File: src/rtl/spi_pkg.sv
// Shared constants and types for the SPI target front-end.
package spi_pkg;

  localparam int unsigned SPI_BYTE_W    = 8;
  localparam int unsigned SPI_BIT_CNT_W = 3;
  localparam logic [SPI_BYTE_W-1:0] SPI_TX_IDLE = 8'h00;

  typedef enum logic {
    StIdle,
    StActive
  } spi_state_e;

endpackage

File: src/rtl/spi_bridge_if.sv
// SPI pins plus the byte-level decoder handshake of spi_bridge.
interface spi_bridge_if;
  import spi_pkg::*;

  logic                  sclk;
  logic                  cs_n;
  logic                  mosi;
  logic                  miso;
  logic                  byte_sync;
  logic [SPI_BYTE_W-1:0] data_rx;
  logic [SPI_BYTE_W-1:0] data_tx;

  modport slave (
    input  sclk,
    input  cs_n,
    input  mosi,
    input  data_tx,
    output miso,
    output byte_sync,
    output data_rx
  );

  modport master (
    output sclk,
    output cs_n,
    output mosi,
    output data_tx,
    input  miso,
    input  byte_sync,
    input  data_rx
  );

endinterface

File: src/rtl/bit_sync.sv
// Single-bit synchroniser chain with a configurable reset level.
module bit_sync #(
  parameter int unsigned SYNC_STAGES = 2,
  parameter logic        RESET_VAL   = 1'b0
) (
  input  logic clk,
  input  logic rst_n,
  input  logic d,
  output logic q
);

  logic [SYNC_STAGES-1:0] sync_q;

  always_ff @(posedge clk or negedge rst_n) begin
    if (!rst_n) begin
      sync_q <= {SYNC_STAGES{RESET_VAL}};
    end else begin
      sync_q <= {sync_q[SYNC_STAGES-2:0], d};
    end
  end

  assign q = sync_q[SYNC_STAGES-1];

endmodule

File: src/rtl/spi_bridge.sv
// SPI mode-0 target: oversamples the pins in the clk domain, deserialises MOSI into bytes
// and serialises the decoder's return byte onto MISO.
module spi_bridge import spi_pkg::*; #(
  parameter int unsigned SYNC_STAGES = 2
) (
  input  logic         clk,
  input  logic         rst_n,
  spi_bridge_if.slave  bus
);

  logic sclk_s, cs_n_s, mosi_s;

  bit_sync #(.SYNC_STAGES(SYNC_STAGES), .RESET_VAL(1'b0)) u_sync_sclk (
    .clk   (clk),
    .rst_n (rst_n),
    .d     (bus.sclk),
    .q     (sclk_s)
  );

  bit_sync #(.SYNC_STAGES(SYNC_STAGES), .RESET_VAL(1'b1)) u_sync_cs_n (
    .clk   (clk),
    .rst_n (rst_n),
    .d     (bus.cs_n),
    .q     (cs_n_s)
  );

  bit_sync #(.SYNC_STAGES(SYNC_STAGES), .RESET_VAL(1'b0)) u_sync_mosi (
    .clk   (clk),
    .rst_n (rst_n),
    .d     (bus.mosi),
    .q     (mosi_s)
  );

  logic sclk_q, cs_n_q;
  logic sclk_rise, sclk_fall, cs_fall, cs_rise;

  always_ff @(posedge clk or negedge rst_n) begin
    if (!rst_n) begin
      sclk_q <= 1'b0;
      cs_n_q <= 1'b1;
    end else begin
      sclk_q <= sclk_s;
      cs_n_q <= cs_n_s;
    end
  end

  assign sclk_rise = sclk_s & ~sclk_q;
  assign sclk_fall = ~sclk_s & sclk_q;
  assign cs_fall   = ~cs_n_s & cs_n_q;
  assign cs_rise   = cs_n_s & ~cs_n_q;

  spi_state_e                 state_q, state_d;
  logic [SPI_BIT_CNT_W-1:0]   bit_cnt_q, bit_cnt_d;
  logic [SPI_BYTE_W-1:0]      rx_shift_q, rx_shift_d;
  logic [SPI_BYTE_W-1:0]      tx_shift_q, tx_shift_d;
  logic [SPI_BYTE_W-1:0]      data_rx_q;
  logic                       done_q, done_d;
  logic                       byte_sync_q;

  always_comb begin
    state_d    = state_q;
    bit_cnt_d  = bit_cnt_q;
    rx_shift_d = rx_shift_q;
    tx_shift_d = tx_shift_q;
    done_d     = 1'b0;
    unique case (state_q)
      StIdle: begin
        if (cs_fall) begin
          state_d    = StActive;
          bit_cnt_d  = '0;
          rx_shift_d = '0;
          tx_shift_d = SPI_TX_IDLE;
        end
      end
      StActive: begin
        // cs_n rise takes priority so a racing 8th rise never completes a byte
        if (cs_rise) begin
          state_d   = StIdle;
          bit_cnt_d = '0;
        end else if (sclk_rise) begin
          rx_shift_d = {rx_shift_q[SPI_BYTE_W-2:0], mosi_s};
          bit_cnt_d  = bit_cnt_q + SPI_BIT_CNT_W'(1);
          done_d     = (bit_cnt_q == '1);
        end else if (sclk_fall) begin
          if (bit_cnt_q == '0) begin
            tx_shift_d = bus.data_tx;
          end else begin
            tx_shift_d = {tx_shift_q[SPI_BYTE_W-2:0], 1'b0};
          end
        end
      end
      default: state_d = StIdle;
    endcase
  end

  always_ff @(posedge clk or negedge rst_n) begin
    if (!rst_n) begin
      state_q    <= StIdle;
      bit_cnt_q  <= '0;
      rx_shift_q <= '0;
      tx_shift_q <= '0;
      done_q     <= 1'b0;
    end else begin
      state_q    <= state_d;
      bit_cnt_q  <= bit_cnt_d;
      rx_shift_q <= rx_shift_d;
      tx_shift_q <= tx_shift_d;
      done_q     <= done_d;
    end
  end

  // Completed byte is published one cycle after capture, together with its strobe
  always_ff @(posedge clk or negedge rst_n) begin
    if (!rst_n) begin
      data_rx_q   <= '0;
      byte_sync_q <= 1'b0;
    end else begin
      byte_sync_q <= done_q;
      if (done_q) begin
        data_rx_q <= rx_shift_q;
      end
    end
  end

  assign bus.miso      = (state_q == StActive) ? tx_shift_q[SPI_BYTE_W-1] : 1'b0;
  assign bus.byte_sync = byte_sync_q;
  assign bus.data_rx   = data_rx_q;

endmodule

File: src/flat_wrapper.sv
// flat-port wrapper written by rule: the top's interface ports become plain ports
module spi_bridge_flat import spi_pkg::*;
#(
  parameter int unsigned SYNC_STAGES = 2
)
  (clk, rst_n, bus_sclk, bus_cs_n, bus_mosi, bus_data_tx, bus_miso, bus_byte_sync, bus_data_rx);
  spi_bridge_if bus_i ();
  input  logic clk;
  input  logic rst_n;
  input wire logic [$bits(bus_i.sclk)-1:0] bus_sclk;
  input wire logic [$bits(bus_i.cs_n)-1:0] bus_cs_n;
  input wire logic [$bits(bus_i.mosi)-1:0] bus_mosi;
  input wire logic [$bits(bus_i.data_tx)-1:0] bus_data_tx;
  output wire logic [$bits(bus_i.miso)-1:0] bus_miso;
  output wire logic [$bits(bus_i.byte_sync)-1:0] bus_byte_sync;
  output wire logic [$bits(bus_i.data_rx)-1:0] bus_data_rx;
  assign bus_i.sclk = bus_sclk;
  assign bus_i.cs_n = bus_cs_n;
  assign bus_i.mosi = bus_mosi;
  assign bus_i.data_tx = bus_data_tx;
  assign bus_miso = bus_i.miso;
  assign bus_byte_sync = bus_i.byte_sync;
  assign bus_data_rx = bus_i.data_rx;
  spi_bridge #(.SYNC_STAGES(SYNC_STAGES)) u_core (.clk(clk), .rst_n(rst_n), .bus(bus_i));
endmodule
File: config.mk
export PLATFORM = sky130hd
export DESIGN_NAME = spi_bridge_flat
export DESIGN_NICKNAME = d
export VERILOG_FILES = /design/src/rtl/spi_pkg.sv /design/src/rtl/spi_bridge_if.sv /design/src/rtl/bit_sync.sv /design/src/rtl/spi_bridge.sv /design/src/flat_wrapper.sv
export SDC_FILE = /design/constraint.sdc
export NUM_CORES = 1
export LEC_CHECK = 0
export CORE_MARGIN = 5
export CORE_UTILIZATION = 25
export CTS_CLUSTER_SIZE = 25
export DETAILED_ROUTE_END_ITERATION = 10
export GPL_ROUTABILITY_DRIVEN = 0
export PLACE_DENSITY = 0.55
export SETUP_SLACK_MARGIN = 0.05
export SLEW_MARGIN = 25
export SYNTH_ARGS = -nofsm -noshare
export SYNTH_HDL_FRONTEND = slang
export SYNTH_SLANG_ARGS = --single-unit
File: constraint.sdc
create_clock -name clk -period 2.94 [get_ports clk]
set_input_delay 0.588 -clock clk [delete_from_list [all_inputs] [get_ports clk]]
set_output_delay 0.588 -clock clk [all_outputs]
set_load 0.005 [all_outputs]
After elaboration in Yosys (flattened, before gate mapping)

Index checks and enable logic that the tools add are counted.

Register bits after elaboration: 38
Latch bits: 0
Memory bits (writable): 0
Memory bits (read-only): 0
Bits of input ports: 13
Output and inout port bits: 10
Word-level logic and storage cells: 53
Memories kept: 0

Add/sub/neg operators: 1
Multipliers: 0
Div/mod/pow operators: 0
$lt $le $gt $ge: 0
Eq/ne operators: 7
Shifts and indexed selects: 0
Mux-type cells: 20
Bitwise gates (word level): 9
Reductions and logical operators: 4

Operator list:

| cell                  | number |
|---|---|
| $mux W8               | 7 |
| $pmux W8 S2           | 2 |
| $mux W3               | 3 |
| $mux W1               | 6 |
| $ne A2 B1 Y1 const B  | 3 |
| $pmux W3 S2           | 1 |
| $not A1 Y1            | 5 |
| $and A1 B1 Y1         | 4 |
| $ne A2 B2 Y1 const B  | 2 |
| $reduce_and A4 Y1     | 1 |
| $add A3 B1 Y3 const B | 1 |
| $eq A3 B3 Y1 const B  | 1 |
| $logic_not A3 Y1      | 1 |
| $ne A3 B1 Y1 const B  | 1 |
| $reduce_and A3 Y1     | 1 |
| $pmux W1 S2           | 1 |
| $reduce_and A2 Y1     | 1 |

Depth between registers and ports, before layout

Depth after elaboration: 6
Mapped depth: 6

Hierarchy

Synthesis repeated with hierarchy kept, for this count alone.

Cell total of the unflattened synthesis: 125
Area, all modules: 1635.3 µm²

By module, submodules not included:

| module                             | times used | cells an instance | area an instance (µm²) | seq. area each (µm²) |
|---|---|---|---|---|
| spi_bridge                         | 1          | 119               | 1482.7                 | 802.0 |
| bit_sync at u_core.u_sync_mosi ... | 2          | 2                 | 50.0                   | 50.0 |
| bit_sync at u_core.u_sync_cs_n     | 1          | 2                 | 52.6                   | 52.6 |

Worst setup path after synthesis

No wires, ideal clock.

Path kind: register to output
Start point: register u_core.state_q
End point: output port bus_miso
Arrival: 0.856 ns
Data required time: 2.352 ns
Setup slack: 1.496 ns
Stages on the path, launching flop included: 4
Path buffers: 2
Cell sequence: dfrtp_1 -> buf_6 -> clkbuf_1 -> and2_1

Word-level cells in the longest chain between the ends: 1

Ends and longest elaborated chain:

| item                     | line               | RTL |
|---|---|---|
| start: declaration       | spi_bridge.sv:52   | `spi_state_e state_q, state_d;` |
| start signal: assignment | spi_bridge.sv:98   | `state_q <= StIdle;` |
| start signal: assignment | spi_bridge.sv:104  | `state_q <= state_d;` |
| $mux W1                  | spi_bridge.sv:125  | `assign bus.miso = (state_q == StActive) ? tx_shift_q[SPI_BYTE_W-1] : 1'b0;` |
| end: declaration         | flat_wrapper.sv:14 | `output wire logic [$bits(bus_i.miso)-1:0] bus_miso;` |

No other way between the ends.

Worst setup path in the final report

Ends and elaborated chain as after synthesis.

==> flow_summary.ini <==
[status]
status = complete, no violations

[sta]
slew_viol_final = 0
worstMarginPinSlew_ns = 0.839
fin_worst_skew_ns = 0.00793
rsz0062_at_grt = false
timing.final.hold_violations = 0
fmax_ghz = 0.444
setup_tns_ns = 0
max_slew_margin_pct = 44.0
post-route-period-util_pct = 76.5
period_needed_ns = 2.25
setup_violations = 0

[layout]
fin_nets = 170
drive_gt1_share_pct = 14.8
ff_latch_area_um2 = 955
syn_to_final_growth_pct = 23.6
post-route-util_pct = 31.4
multi_input_comb_area_um2 = 567
final_common_cell = dfrtp_1
layout_common_cells = 35 x dfrtp_1, 21 x clkdlybuf4s50_1, 20 x nand2_1, 15 x mux2i_1, 10 x nand4_1
n_antenna_cell = 0
n_fill_cell = 646
stdcell_area_um2 = 1970

[global_routing]
grtUsageMet2_pct = 11.2
antenna_found_initial = 0
grt_usage_pct = 7.32
grt_first_pass_wirelength_mm = 4.86
gr-usage-met3_pct = 2.50
grt_max_degree = 39
grt_pass1_vias = 1047
grt.overflow.total = 0
grt-busiest-layer = met2
met1_usage_pct = 9.32

[worst_hold_path]
min_path_type = reg -> reg
hold_depth = 0

[pwr]
totalPowerFinal_mw = 1.19
peakVddDrop_mv = 0.229
p_leak_nw = 0.930
powerDensity_nw_per_um2 = 605

[yosys]
synth_largest_area_cell = dfrtp_1
netlist_top_cells_area = dfrtp_1 55%, mux2i_1 9.4%, mux2_2 5.6%, dfstp_2 4.9%, nand2_1 4.7%
synth_warnings = 0
netlist_instances = 132
yosys.area.top_type_share_pct = 54.9
synth_seq_area_share_pct = 59.8
yosys.cell_types.count = 26
synth_area_um2 = 1600
avgSynthCellArea_um2 = 12.1
synth_seq_cells = 38
syn_nets = 148

[clock_network]
ctsLongestPathBuffers = 2
postCtsHoldBufs = 0
numCtsBuffers = 5
clk_pin_slew_worst_paths_ns = 0.08
insertion_delay_ns = 0.29
cts-root-buf = clkbuf_8
cts-resized-gates = 0
cts-htree-levels = 2
cts.sinks = 38
post_cts_buffers = 0
cts_tree = done

[routing]
dr_total_vias = 1028
post_drt_wl_per_cell_um = 12.2
ant_nets = 0
wirelength_mm = 2.83
drc = 0
drt_iter0_markers = 53
drtPass1Iterations = 4
viasPerCell = 4.43

[job]
cap_violations = 0

[critical_path]
critPathSlowestCell = dfrtp_1
cp_num_buf_inv = 1
cpPeakStageDelay_ns = 0.68
startpoint_type = flop
r2r.worst_path.cells = 4
arrival_ns = 1.66
reg2reg_slack_ns = 1.21
cp.required_ns = 2.35
criticalPathCategory = reg -> out
worst-path-max-fanout = 19
crit_family = flip-flops
critical_path.cell_chain = and2_1 -> clkdlybuf4s50_1
cp-end-kind = output port
crit_cells = 2

[floorplan]
die_area_um2 = 8080
core_area_um2 = 6280
start_util_pct = 25.4
num_rows = 29
chipWidth_um = 89.9
io_pins = 23
dieHeight_um = 89.9

[placement]
io_buffers = 22
placed_cell_area_um2 = 1860
dp_hpwl_mm = 1.89
-- per-layer routing --
layer / part of all wire [%] / routed length (µm) / vias up
met5: 0 / 0 / -
li1: - / - / 500
met3: 4.3 / 121 / 5
met2: 45 / 1260 / 19
met1: 50 / 1410 / 504
met4: 1.3 / 38 / 0
-- worst paths after layout --
kind | startpoint | to
max | u_core.state_q | bus_miso
min | u_core.u_sync_sclk.sync_q[0] | u_core.u_sync_sclk.sync_q[1]
max reg2reg | u_core.cs_n_q | u_core.tx_shift_q[0]
min reg2reg | u_core.u_sync_sclk.sync_q[0] | u_core.u_sync_sclk.sync_q[1]
max in group asynchronous | rst_n | u_core.tx_shift_q[1]
min in group asynchronous | rst_n | u_core.bus.data_rx[2]
-- area by class of cell --
cell class / instances / share of cell area, %
Clock inverter: 3 / 2.03
Inverter: 2 / 0.381
Clock buffer: 5 / 3.49
Tap cell: 77 / 4.89
Sequential cell: 38 / 48.4
Multi-Input combinational cell: 82 / 28.7
Timing Repair Buffer: 25 / 12.1
-- registers in the layout (all words and copies together), names as in the netlist --
name and cells:
u_core.bus.data_rx 8, u_core.state_q 1, u_core.bus.byte_sync 1, u_core.done_q 1, u_core.tx_shift_q 8, u_core.rx_shift_q 8
u_core.bit_cnt_q 3, u_core.sclk_q 1, u_core.cs_n_q 1, u_core.u_sync_cs_n.sync_q 2, u_core.u_sync_mosi.sync_q 2, u_core.u_sync_sclk.sync_q 2
-- cells in the mapped netlist, drive strengths merged --
master,n
dfstp,3
nand4b,1
clkbuf,6
nand2,20
nor2b,2
nand4,10
o21ai,11
inv,2
and3,1
a21boi,1
a211oi,1
a21oi,1
buf,4
nor2,1
nand3,1
mux2,8
ha,3
dfrtp,35
and2,2
mux2i,15
or3b,1
nand2b,3
-- through the flow --
step / hold WS [ns] / instances / worst slack [ns]
floorplan: 0.292 / 132 / 1.50
global placement: 0.339 / 224 / 0.984
CTS: 0.354 / 232 / 0.658
global route: 0.366 / 232 / 0.553
detailed placement: 0.336 / 224 / 0.982
finish: 0.350 / 232 / 0.689
-- logic make-up after synthesis --
logic type / after synthesis / synth area share (%)
simple gates: 42 / 13.4
flops: 38 / 59.8
mux: 23 / 15.1
compound gates: 14 / 4.71
buf+inv: 12 / 4.63
fa+ha+maj: 3 / 2.35
-- where the power goes --
part	switching [mW]	leakage [nW]	internal, mW	total [mW]
combinational	0.0795	0.375	0.0811	0.161
sequential	0.0343	0.497	0.572	0.606
clock	0.176	0.0579	0.250	0.426
total	0.290	0.930	0.903	1.19
(Power assumes the default switching activity.)
==> RTL change 1: new RTL, same settings <==
`SPI_BIT_CNT_W`: 3 -> 6.
--- a/src/rtl/spi_pkg.sv
+++ b/src/rtl/spi_pkg.sv
@@ -3,5 +3,5 @@
 
   localparam int unsigned SPI_BYTE_W    = 8;
-  localparam int unsigned SPI_BIT_CNT_W = 3;
+  localparam int unsigned SPI_BIT_CNT_W = 6;
   localparam logic [SPI_BYTE_W-1:0] SPI_TX_IDLE = 8'h00;
 
Formal check against the unedited RTL: no difference found for any inputs over 10 cycles, from zero or initial values and one cycle with rst_n low; that may be too few to reach the edited logic, so the function may still have changed.
==> RTL change 1 against the original RTL <==
  * Register-to-register slack got worse by 30 ps
  * Area after synthesis rose by 7.8%
  * Final area rose by 6.2%
  * Sequential cell count rose by 3
  * Global-route usage rose by 0.60 points
  * Fmax rose by 22%
  * Total power fell by 1.5%
  * Combinational power rose by 7%
  * Worst setup slack improved by 410 ps
  * Wire length rose by 7.8%
  * Hold slack improved by 1.8 ps
  * Die area rose by 7.0%
  * Critical path type unchanged
  * Critical endpoint unchanged
==> RTL change 1: results (changes against the original RTL) <==
Crit-path slowest cell=clkdlybuf4s50_1 (was dfrtp_1); status=finished clean (unchanged); max_slew headroom=0.415 (was 0.440); leak pwr=0.911 nW (was 0.930 nW); WP data arrival=1250 ps (was 1660 ps); Sink Count=41 (was 38); Root Buffer=clkbuf_8 (unchanged); Clock transition at path regs=80 ps (about the same); Top FF cell, synth=dfrtp_1 (unchanged); bufs w/o clock=23 (was 25); wire length on met2=1.39 mm (was 1.26 mm); register area share after synthesis=0.599 (was 0.598); number of global-route vias before repair=1159 (was 1047); placed cells=248 (was 224); HP Class=reg -> reg (unchanged); dpl cell area=0.00201 mm2 (was 0.00186 mm2); M1 wire length=1.47 mm (was 1.41 mm); Crit Reg-Reg Startpoint=u_core.sclk_q (was u_core.cs_n_q); WL met3=154 um (was 121 um); Seq/total area=0.492 (was 0.484); final std cells w/o fill=256 (was 232); Synth cell types=36 (was 26); overall routing resource usage=0.0792 (was 0.0732); Starting DRT DRC Count=53 (unchanged); met2 GRT Util=0.121 (was 0.112); Max VDD drop=0.167 mV (was 0.229 mV); Syn. warnings=0 (unchanged); share of cells above drive strength 1=0.159 (was 0.148); met1 usage=0.0973 (was 0.0932); Syn Inst Count=151 (was 132); buffers added on ports=22 (unchanged); via count=1128 (was 1028); first-pass GRT wire length=5.34 mm (was 4.86 mm); fillcell total=699 (was 646); Logic inverters=5 (was 2); Worst path max stage delay=440 ps (was 680 ps); most frequent cells after synthesis=dfrtp_1, nand2_1, o21ai_1 (was dfrtp_1, nand2_1, mux2i_1); M3 GR Usage=0.0276 (was 0.0250); async set or reset register ratio after synthesis=1.00 (unchanged); maximum fanout along the worst path=2 (was 19); nets=190 (was 170); count of multi-input gates=99 (was 82); Clock buf/inv share=0.0412 (was 0.0552); worst reg2reg endpoint=u_core.bit_cnt_q[5] (was u_core.tx_shift_q[0]); largest net degree at the start of global routing=42 (was 39); reg2reg setup slack=1180 ps (was 1210 ps); CP Launch Point=u_core.tx_shift_q[7] (was u_core.state_q); register area=0.00103 mm2 (was 955 um2); area of the multi-input gates=636 um2 (was 567 um2); DR pass1 iterations=4 (unchanged); CLK BUF=5 (unchanged); Final Skew=3.46 ps (was 7.93 ps); DR top layer=met4 (unchanged); Data buffer area share=0.106 (was 0.121); syn nets=166 (was 148); Final WS setup=1100 ps (was 689 ps); dpl hpwl=2.11 mm (was 1.89 mm); CP delay by family, top=buffers and inverters (was flip-flops); Routed wire per std cell=11.9 um (was 12.2 um); Area contributors post-synth=dfrtp_1, nand2_1, mux2_2 (was dfrtp_1, mux2i_1, mux2_2)
[RTL change 1: cell types whose count changed after synthesis, sizes merged, moves of 3 or more]
cell | before | now
nor3 | 0 | 3
clkbuf | 6 | 1
inv | 2 | 5
nand2 | 20 | 26
nand4 | 10 | 1
mux2i | 15 | 7
dfrtp | 35 | 38
a21oi | 1 | 8
o21ai | 11 | 20
[RTL change 1: cell families (layout without fill, tap and decap cells)]
kind of cell,after synthesis,in the layout,synth area share
AND/OR/NAND/NOR,45,45,0.129
buffers and inverters,11,36,0.0320
AO/OA/AOI/OAI,37,37,0.132
multiplexers,15,15,0.0931
flip-flops,41,41,0.599
adder cells (fa/ha/maj),2,2,0.0145
[RTL change 1: per-stage QoR]
| stage | hold slack (ps) | utilization |
|---|---|---|
| final | 351 | 0.310 |
| after global routing | 354 | 0.310 |
| after CTS | 353 | 0.310 |
| after detailed placement | 335 | 0.297 |
| after global placement | 334 | 0.297 |
| after floorplan | 292 | - |
[RTL change 1: worst min path at each step]
stage	startpoint	to	slack, ps	depth (start not counted)
floorplan	rst_n	u_core.bit_cnt_q[0]	290	0
global placement	u_core.u_sync_sclk.sync_q[0]	u_core.u_sync_sclk.sync_q[1]	330	0
detailed placement	u_core.u_sync_sclk.sync_q[0]	u_core.u_sync_sclk.sync_q[1]	330	0
CTS	u_core.u_sync_sclk.sync_q[0]	u_core.u_sync_sclk.sync_q[1]	350	0
global route	u_core.u_sync_sclk.sync_q[0]	u_core.u_sync_sclk.sync_q[1]	350	0
finish	u_core.u_sync_mosi.sync_q[0]	u_core.u_sync_mosi.sync_q[1]	350	0
[RTL change 1: where the power goes]
part	internal (mW)	switching, mW
clock network	0.164	0.190
registers	0.615	0.0326
logic	0.0772	0.0958
==> RTL change 2: new RTL, config.mk and constraints unchanged <==
Made on the original files. Reset style: synchronous (`rst_n`), changed in 4 clocked blocks.
--- a/src/rtl/bit_sync.sv
+++ b/src/rtl/bit_sync.sv
@@ -12,5 +12,5 @@
   logic [SYNC_STAGES-1:0] sync_q;
 
-  always_ff @(posedge clk or negedge rst_n) begin
+  always_ff @(posedge clk) begin
     if (!rst_n) begin
       sync_q <= {SYNC_STAGES{RESET_VAL}};
--- a/src/rtl/spi_bridge.sv
+++ b/src/rtl/spi_bridge.sv
@@ -35,5 +35,5 @@
   logic sclk_rise, sclk_fall, cs_fall, cs_rise;
 
-  always_ff @(posedge clk or negedge rst_n) begin
+  always_ff @(posedge clk) begin
     if (!rst_n) begin
       sclk_q <= 1'b0;
@@ -94,5 +94,5 @@
   end
 
-  always_ff @(posedge clk or negedge rst_n) begin
+  always_ff @(posedge clk) begin
     if (!rst_n) begin
       state_q    <= StIdle;
@@ -111,5 +111,5 @@
 
   // Completed byte is published one cycle after capture, together with its strobe
-  always_ff @(posedge clk or negedge rst_n) begin
+  always_ff @(posedge clk) begin
     if (!rst_n) begin
       data_rx_q   <= '0;
Behaviour: differs if rst_n is asserted again (counterexample within 10 cycles, from zero or initial values and one cycle with rst_n low); with rst_n held inactive, the same outputs for 10 cycles.
==> RTL change 2 against the original RTL <==
  * Die area fell by 5.9%
  * Worst setup slack improved by 160 ps
  * Largest cell class unchanged
  * Area after synthesis fell by 6.6%
  * Synthesized cell count rose by 9.8%
  * Wire length fell by 4.7%
  * Sequential cell count did not move
  * Utilization rose by 0.84 points
  * Critical path type unchanged
  * Highest routed layer unchanged
  * Final area fell by 4.3%
  * First-iteration DRC count fell by 43%
Power is not compared: it rests on default switching activity, and its combinational part moved more than twofold at a synthesized area within 25%.
==> RTL change 2: results (changes against the original RTL) <==
Final Skew=9.43 ps (was 7.93 ps); worst-case clock buffer depth=2 (unchanged); Top FF cell, synth=dfxtp_1 (was dfrtp_1); number of global-route vias before repair=978 (was 1047); Worst path max stage delay=520 ps (was 680 ps); reg2reg setup slack=1410 ps (was 1210 ps); Max VDD drop=0.209 mV; via count=1019 (was 1028); final std cells w/o fill=244 (was 232); hold worst-path end=u_core.u_sync_cs_n.sync_q[1] (was u_core.u_sync_sclk.sync_q[1]); Crit Reg-Reg Startpoint=u_core.state_q (was u_core.cs_n_q); max_slew headroom=0.652 (was 0.440); pwr dens=531 mW/mm2; # resized after CTS=0 (unchanged); first-pass GRT wire length=4.64 mm (was 4.86 mm); worst reg2reg endpoint=u_core.rx_shift_q[2] (was u_core.tx_shift_q[0]); async set or reset register ratio after synthesis=0 (was 1.00); DR pass1 iterations=4 (unchanged); Post-Place Setup Slack=948 ps (was 982 ps); internal cell power=0.797 mW; dpl hpwl=1.88 mm (was 1.89 mm); multiplexer area fraction after synthesis=0.167 (was 0.151); dpl cell area=0.00177 mm2 (was 0.00186 mm2); Tmin final=2090 ps (was 2250 ps); WP data arrival=1500 ps (was 1660 ps); # diodes=0 (unchanged); Syn Inst Count=145 (was 132); CP delay by family, top=flip-flops (unchanged); maximum level of the CTS H-tree=2 (unchanged); startpoint of the worst hold path=u_core.u_sync_cs_n.sync_q[0] (was u_core.u_sync_sclk.sync_q[0]); synthesized-area fraction occupied by adder cells=0.0252 (was 0.0235); worst reg2reg path depth=3 (was 4); Hold WS=409 ps (was 350 ps); Synth cell types=23 (was 26); nets=184 (was 170); CTS buffer count=5 (unchanged); Compound-Gate Fraction of Synth Area=0.0554 (was 0.0471); status=finished clean (unchanged); overall routing resource usage=0.0776 (was 0.0732); Area contributors post-synth=dfxtp_1, mux2i_1, mux2_2 (was dfrtp_1, mux2i_1, mux2_2); share of cells above drive strength 1=0.118 (was 0.148); worst hold path stage count=1 (was 0); maximum fanout along the worst path=10 (was 19); syn nets=161 (was 148); Starting DRT DRC Count=30 (was 53); Worst Setup Path Type=reg -> out (unchanged); worst skew pair latency=290 ps (about the same); Crit-path slowest cell=dfxtp_1 (was dfrtp_1); Post-CTS Setup Inserts=0 (unchanged); register area share after synthesis=0.510 (was 0.598); Clock transition at path regs=70 ps; largest net degree at the start of global routing=23 (was 39); Post-Synth XOR/XNOR Area=0 (unchanged); aggregate routed wire length=2.70 mm (was 2.83 mm); most frequent cells after synthesis=dfxtp_1, nor2_1, mux2i_1 (was dfrtp_1, nand2_1, mux2i_1)
[RTL change 2: cell count changes in the layout (fill, tap and decap cells not counted), moves of 4 or more]
cell | before | now
and2_1 | 2 | 9
nand3_1 | 1 | 6
nand4_1 | 10 | 3
dfxtp_1 | 0 | 38
nor2_1 | 1 | 19
a21oi_1 | 1 | 5
dfrtp_1 | 35 | 0
a22o_1 | 0 | 6
nand2_1 | 20 | 7
o21ai_0 | 9 | 1
[RTL change 2: layout make-up]
| type | instances | area [um2] |
|---|---|---|
| timing repair buffer | 24 | 235 |
| sequential | 38 | 761 |
| multi-input combinational | 96 | 672 |
| clock inverter | 3 | 45.0 |
| clock buffer | 5 | 68.8 |
| tap | 75 | 93.8 |
| inverter | 3 | 11.3 |
| fill | 599 | 3960 |
[RTL change 2: layer usage]
metal,wire length [um],GRT usage,vias to the layer above
li1,-,-,536
met4,16,0.0167,0
met5,0,0,-
met2,1210,0.116,23
met3,160,0.0303,2
met1,1320,0.106,458
